$ cat src/rtl/jk_bank_ctrl.sv
// Command sequencer for a bank of JK flip-flops: clear/set/load/toggle in one
// drive cycle, or ripple-free synchronous counting up/down for N cycles.
module jk_bank_ctrl #(
    parameter int WIDTH = 4,
    parameter int CNT_W = 8
) (
    input  logic             clk,
    input  logic             rst,
    input  logic             cmd_valid,
    output logic             cmd_ready,
    input  logic [2:0]       cmd_op,
    input  logic [WIDTH-1:0] cmd_data,
    input  logic [CNT_W-1:0] cmd_count,
    input  logic [WIDTH-1:0] q_in,
    output logic [WIDTH-1:0] j_out,
    output logic [WIDTH-1:0] k_out,
    output logic             busy,
    output logic             done,
    output logic             err,
    output logic [WIDTH-1:0] result
);

    // state | meaning
    // IDLE  | ready for a command, bank held (j=k=0)
    // DRIVE | one cycle of clear/set/load/toggle pattern on j/k
    // COUNT | one count step per cycle until the latched count is used up
    // DONE  | done pulse, q_in captured into result at the exit edge
    typedef enum logic [1:0] {IDLE, DRIVE, COUNT, DONE} state_t;

    localparam logic [2:0] OP_CLEAR  = 3'd1;
    localparam logic [2:0] OP_SET    = 3'd2;
    localparam logic [2:0] OP_LOAD   = 3'd3;
    localparam logic [2:0] OP_TOGGLE = 3'd4;
    localparam logic [2:0] OP_CNT_UP = 3'd5;
    localparam logic [2:0] OP_CNT_DN = 3'd6;
    localparam logic [2:0] OP_RSVD   = 3'd7;

    state_t             state, state_nx;
    logic [2:0]         op_q;
    logic [WIDTH-1:0]   data_q;
    logic [CNT_W-1:0]   remain;
    logic [WIDTH-1:0]   result_q;
    logic [WIDTH-1:0]   step;
    logic               is_cnt_cmd;

    assign is_cnt_cmd = (cmd_op == OP_CNT_UP) || (cmd_op == OP_CNT_DN);

    always_ff @(posedge clk) begin
        if (rst) begin
            state <= IDLE;
        end else begin
            state <= state_nx;
        end
    end

    always_ff @(posedge clk) begin
        if (rst) begin
            op_q     <= '0;
            data_q   <= '0;
            remain   <= '0;
            result_q <= '0;
        end else begin
            if (state == IDLE && cmd_valid) begin
                op_q   <= cmd_op;
                data_q <= cmd_data;
                remain <= cmd_count;
            end else if (state == COUNT) begin
                remain <= remain - 1'b1;
            end
            if (state == DONE) begin
                result_q <= q_in;
            end
        end
    end

    always_comb begin
        state_nx = state;
        case (state)
            IDLE: begin
                if (cmd_valid) begin
                    if (is_cnt_cmd) begin
                        state_nx = (cmd_count == '0) ? DONE : COUNT;
                    end else begin
                        state_nx = DRIVE;
                    end
                end
            end
            DRIVE:   state_nx = DONE;
            COUNT:   state_nx = (remain == CNT_W'(1)) ? DONE : COUNT;
            DONE:    state_nx = IDLE;
            default: state_nx = IDLE;
        endcase
    end

    // Synchronous-counter toggle enables: bit i flips when all lower bits
    // are ones (up) or all zeros (down).
    always_comb begin
        step    = '0;
        step[0] = 1'b1;
        for (int i = 1; i < WIDTH; i++) begin
            step[i] = step[i-1] & ((op_q == OP_CNT_DN) ? ~q_in[i-1] : q_in[i-1]);
        end
    end

    always_comb begin
        j_out = '0;
        k_out = '0;
        case (state)
            DRIVE: begin
                case (op_q)
                    OP_CLEAR:  k_out = '1;
                    OP_SET:    j_out = '1;
                    OP_LOAD: begin
                        j_out = data_q;
                        k_out = ~data_q;
                    end
                    OP_TOGGLE: begin
                        j_out = data_q;
                        k_out = data_q;
                    end
                    default: begin
                        j_out = '0;
                        k_out = '0;
                    end
                endcase
            end
            COUNT: begin
                j_out = step;
                k_out = step;
            end
            default: begin
                j_out = '0;
                k_out = '0;
            end
        endcase
    end

    assign cmd_ready = (state == IDLE);
    assign busy      = (state != IDLE);
    assign done      = (state == DONE);
    assign err       = (state == DONE) && (op_q == OP_RSVD);
    assign result    = result_q;

endmodule

$ cat config.mk
export PLATFORM = sky130hd
export DESIGN_NAME = jk_bank_ctrl
export DESIGN_NICKNAME = d
export VERILOG_FILES = /design/src/rtl/jk_bank_ctrl.sv
export SDC_FILE = /design/constraint.sdc
export NUM_CORES = 1
export LEC_CHECK = 0
export CORE_MARGIN = 4
export CORE_UTILIZATION = 47
export CTS_BUF_LIST = sky130_fd_sc_hd__clkbuf_16
export DETAILED_ROUTE_END_ITERATION = 8
export PLACE_DENSITY = 0.86
export SLEW_MARGIN = 20
export SYNTH_ARGS = -nofsm -noshare
export SYNTH_HDL_FRONTEND = slang
export SYNTH_SLANG_ARGS = --single-unit
export TNS_END_PERCENT = 50
$ cat constraint.sdc
create_clock -name clk -period 2.2 [get_ports clk]
set_input_delay 0.44 -clock clk [delete_from_list [all_inputs] [get_ports clk]]
set_output_delay 0.44 -clock clk [all_outputs]
set_load 0.02 [all_outputs]
## Yosys cells after proc, flatten, opt, wreduce, memory -nomap -nowiden

Index checks and enable logic that the tools add are counted.

- Logic and storage cells: 47
- Register bits: 21
- Output and inout port bits: 16

- Reductions and logical operators: 8
- Add/subtract/negate cells: 1
- Eq/ne operators: 13
- Bitwise operators: 6
- Muxes and demuxes: 14

Operator list:

| operator | number |
|---|---|
| case mux 4 bit (2 select lines) | 3 |
| 2-to-1 mux 8 bit | 2 |
| equality test 3 bit (second input constant) | 5 |
| case mux 4 bit (3 select lines) | 1 |
| equality test 8 x 1 -> 1 bit (second input constant) | 1 |
| zero test 8 bit | 1 |
| case mux 2 bit (4 select lines) | 1 |
| subtractor 8 x 1 -> 8 bit (second input constant) | 1 |
| equality test 3 x 2 -> 1 bit (second input constant) | 2 |
| 2-to-1 mux 1 bit | 5 |
| equality test 2 bit (second input constant) | 2 |
| 2-to-1 mux 2 bit | 2 |
| NOT 4 bit | 1 |
| nonzero test 2 bit | 2 |
| equality test 3 x 1 -> 1 bit (second input constant) | 1 |
| NOT 1 bit | 3 |
| bitwise AND 1 bit | 2 |
| equality test 2 x 1 -> 1 bit (second input constant) | 1 |
| logical AND 1 bit | 2 |
| zero test 2 bit | 1 |
| inequality test 2 bit (second input constant) | 1 |
| OR reduction 2 bit | 1 |
| logical OR 1 bit | 1 |

## Depth between registers and ports, before layout

- Word-level depth: 5
- Depth in mapped cells: 7
- Gate-level depth less buffers: 6

## Least setup slack after synthesis

No wires, ideal clock.

- Path type: flip-flop to output port
- From: reg state[0]
- To: out j_out[2]
- Buffers on the path: 0
- Path slack: 0.319 ns
- Cell stages (with the launch flop): 7
- Arrival: 1.441 ns
- Cell sequence: dfxtp_1 inv_1 ha_1 or3b_1 mux2i_1 a21oi_1 nor2_1

- Longest elaborated chain between the ends: 2
- Elaborated cells between the ends (all ways): 3
- Those cells by class: eq/ne (2); mux (1)

Ends and longest elaborated chain:

| item | line | source |
|---|---|---|
| from (decl) | 38 | `state_t state, state_nx;` |
| from (signal assigned) | 52 | `state <= state_nx;` |
| equality test 2 bit / equality test 2 x 1 -> 1 bit (equally long branches) | 108 | `case (state)` |
| case mux 4 bit (2 select lines) (*) | 108 |  |
| to (decl) | 15 | `output logic [WIDTH-1:0] j_out,` |

Mark *: on every way between the ends. The rest lies on a longest branch, timed or not.

## Worst setup path after layout

- From: reg state[0]
- To: out k_out[2]

- Longest elaborated chain between the ends: 2
- Elaborated cells between the ends (all ways): 3
- Those cells by class: eq/ne (2); mux (1)

Ends and longest elaborated chain:

| item | line | source |
|---|---|---|
| equality test 2 bit / equality test 2 x 1 -> 1 bit (equally long branches) | 108 |  |
| case mux 4 bit (2 select lines) (*) | 108 |  |
| to (decl) | 16 | `output logic [WIDTH-1:0] k_out,` |

Marked as above.

==> qor.csv <==
metric;value;unit
vdd_drop_max;0.677;mV
nFillCells;221;
track_usage;0.205;
row_count;19;
synth_area;0.00134;mm²
critical-path-slowest-cell;or3b_1;
routabilityCongestion;0.901;
cts_sinks;21;
port_buffers;37;
first_global_vias;1309;
worst-endpoint-required;1760;ps
drtAntennaViolNets;0;
ctsLongestPathBuffers;2;
hold_class;flop to flop;
layout_common_cells;nand2_1, clkdlybuf4s50_1, dfxtp_1;
synth-seq-cells;21;
fin_hold_ws;493;ps
worst_pin_slew;519;ps
synth_edf_count;0;
vias;1336;
synthArstFlopShare;0;
power_frac_seq;0.334;
r2r_end;state[0]$_SDFFE_PP0P_;
pwr-share-comb;0.440;
utilization;0.691;
grt_max_degree;17;
gr-total-overflow;0;
cts_tree;built;
timing.fmax;463;MHz
worstRegToRegCells;7;
dp_hpwl;2.83;mm
critPathArrivalTime;1720;ps
setup_viol;0;
antenna_cells;0;
clk_latency;250;ps
grt_pass1_wl;5.73;mm
io_pins;38;
rsz0062_at_grt;yes;
cts.reportedPaths.clkPinSlew;50;ps
die-area;0.00376;mm²
start_util;0.489;
critPathMaxStageDelay;350;ps
intPower;0.00103;W
crit_family;simple AND/OR/NAND/NOR gates;
final_nets;241;
dieHeight;61.3;µm
startpoint_type;flop;
crit_chain;inv_1, ha_1, or3b_1, mux2i_1, a21oi_1, nor2_1, buf_4;
hold_end;data_q[1]$_SDFFE_PP0P_;
wl_per_cell;14.9;µm
cts_buffers;3;
synth.distinct_cells;40;
final_common_cell;nand2_1;
power_density;859;mW/mm²
wirelength;3.61;mm
area.growth.synth_to_final;41.2;%
syn-num-nets;193;
p_sw_frac;0.367;
critPathKind;flop to output port;
worst_setup_path_end_kind;output port;
hp-start;data_q[1]$_SDFFE_PP0P_;
syn_inst;165;
seq_area_frac_synth;0.314;
regArea;420;µm²
multiInputGateArea;870;µm²
die_w;61.3;µm
hold-path-cell-count;2;
slew_headroom;0.653;
drive_above_1_share;0.170;
crit_buf_inv;2;
status;complete, no violations;
clkPwrFrac;0.226;
first_pass_iters;4;
clockRootBuffer;clkbuf_16;
avgSynthCellArea;8.11;µm²
viasPerCell;5.50;
fin_crit;2160;ps
htree_levels;1;
crit_fanout;2;
coreArea;0.00273;mm²
leakage;0.735;nW
postCtsSetupBuffers;0;
slew_violations;0;
yosys_warnings;0;
antenna_found_initial;0;
p_sw;0.000595;W
drc_errors;0;
r2r_start;state[1]$_SDFFE_PP0P_;
drtIter0Drc;74;
r2r_slack;440;ps
fin_skew;0.928;ps
final_hold_viol_count;0;
finalCritPeriodShare;0.983;
drv_cap;0;
synth_flop_cell;dfxtp_1;
tightest hold or removal path, stage by stage, from the launching register on:
cell     delay, ps
dfxtp_1        320
nand2_1         60
a21oi_1         60
routing by layer:
metal / up-vias / routed length, µm / global-route usage
li1: 671 / - / -
met1: 621 / 1500 / 0.241
met4: 0 / 55 / 0.0848
met3: 6 / 159 / 0.0335
met5: - / 0 / 0
met2: 38 / 1900 / 0.366
per-stage QoR:
step,area (µm²),TNS (ps),power (W),instances,setup slack [ps]
after floorplan,1340,0,0.000986,165,319
after global placement,1820,-2100,0.00123,239,-376
after detailed placement,1820,-2420,0.00127,239,-428
after CTS,1870,-85.8,0.00162,243,-85.8
after global routing,1890,-126,0.00173,243,-91.0
final,1890,0,0.00162,243,38.1
synthesized netlist by cell type (all sizes together), types with 2 or more instances:
cell type / count / area share
a22o: 2 / 0.013
a21oi: 15 / 0.056
nand3: 5 / 0.019
nand2: 29 / 0.081
inv: 7 / 0.020
nor2b: 2 / 0.0094
clkbuf: 7 / 0.020
dfxtp: 21 / 0.31
xor2: 4 / 0.026
buf: 2 / 0.012
ha: 6 / 0.056
nor4: 4 / 0.035
and2: 2 / 0.0094
xnor2: 4 / 0.026
o21a: 2 / 0.011
nor2: 17 / 0.048
a211oi: 8 / 0.045
o21ai: 5 / 0.019
nor4b: 2 / 0.029
mux2i: 5 / 0.037
a21boi: 2 / 0.011
sequential cells by signal, indices dropped and copies added, names as in the netlist:
signal and flops:
result 4, data_q 4, remain 8, state 2
op_q 3
power groups by stage:
| stage | Combinational (W) | Clock (W) | Sequential (W) |
|---|---|---|---|
| 6_report | 0.000713 | 0.000367 | 0.000542 |
| 5_1_grt | 0.000781 | 0.000395 | 0.000552 |
| 4_1_cts | 0.000707 | 0.000374 | 0.000540 |
| 3_5_place_dp | 0.000719 | 0 | 0.000547 |
| 3_3_place_gp | 0.000690 | 0 | 0.000540 |
| 2_1_floorplan | 0.000449 | 0 | 0.000538 |
worst max-delay path by stage:
stage | startpoint | endpoint | slack (ps) | depth (start not counted)
finish | state[0]$_SDFFE_PP0P_ | k_out[2] | 40 | 7
floorplan | state[0]$_SDFFE_PP0P_ | j_out[2] | 320 | 6
global placement | q_in[0] | k_out[2] | -380 | 6
global route | state[0]$_SDFFE_PP0P_ | k_out[2] | -90 | 7
CTS | q_in[0] | k_out[3] | -90 | 6
detailed placement | q_in[0] | j_out[2] | -430 | 6
cell families after synthesis:
kind of cell	share of synthesized area
xor+xnor	0.0524
buf+inv	0.0515
flops	0.314
compound gates	0.193
mux	0.0374
fa+ha+maj	0.0561
simple gates	0.296
cell type report:
| class | instances | share of cell area |
|---|---|---|
| Multi-Input combinational cell | 128 | 0.461 |
| Sequential cell | 21 | 0.223 |
| Tap cell | 31 | 0.0205 |
| Clock inverter | 1 | 0.00199 |
| Timing Repair Buffer | 52 | 0.241 |
| Inverter | 7 | 0.0139 |
| Clock buffer | 3 | 0.0398 |
what timing repair did:
action                     4_1_cts  5_1_grt
setup endpoints to repair        9        7
pin swaps                        0        0
gates resized for setup         26       15
hold buffers                     0        0
(Power assumes the default switching activity.)
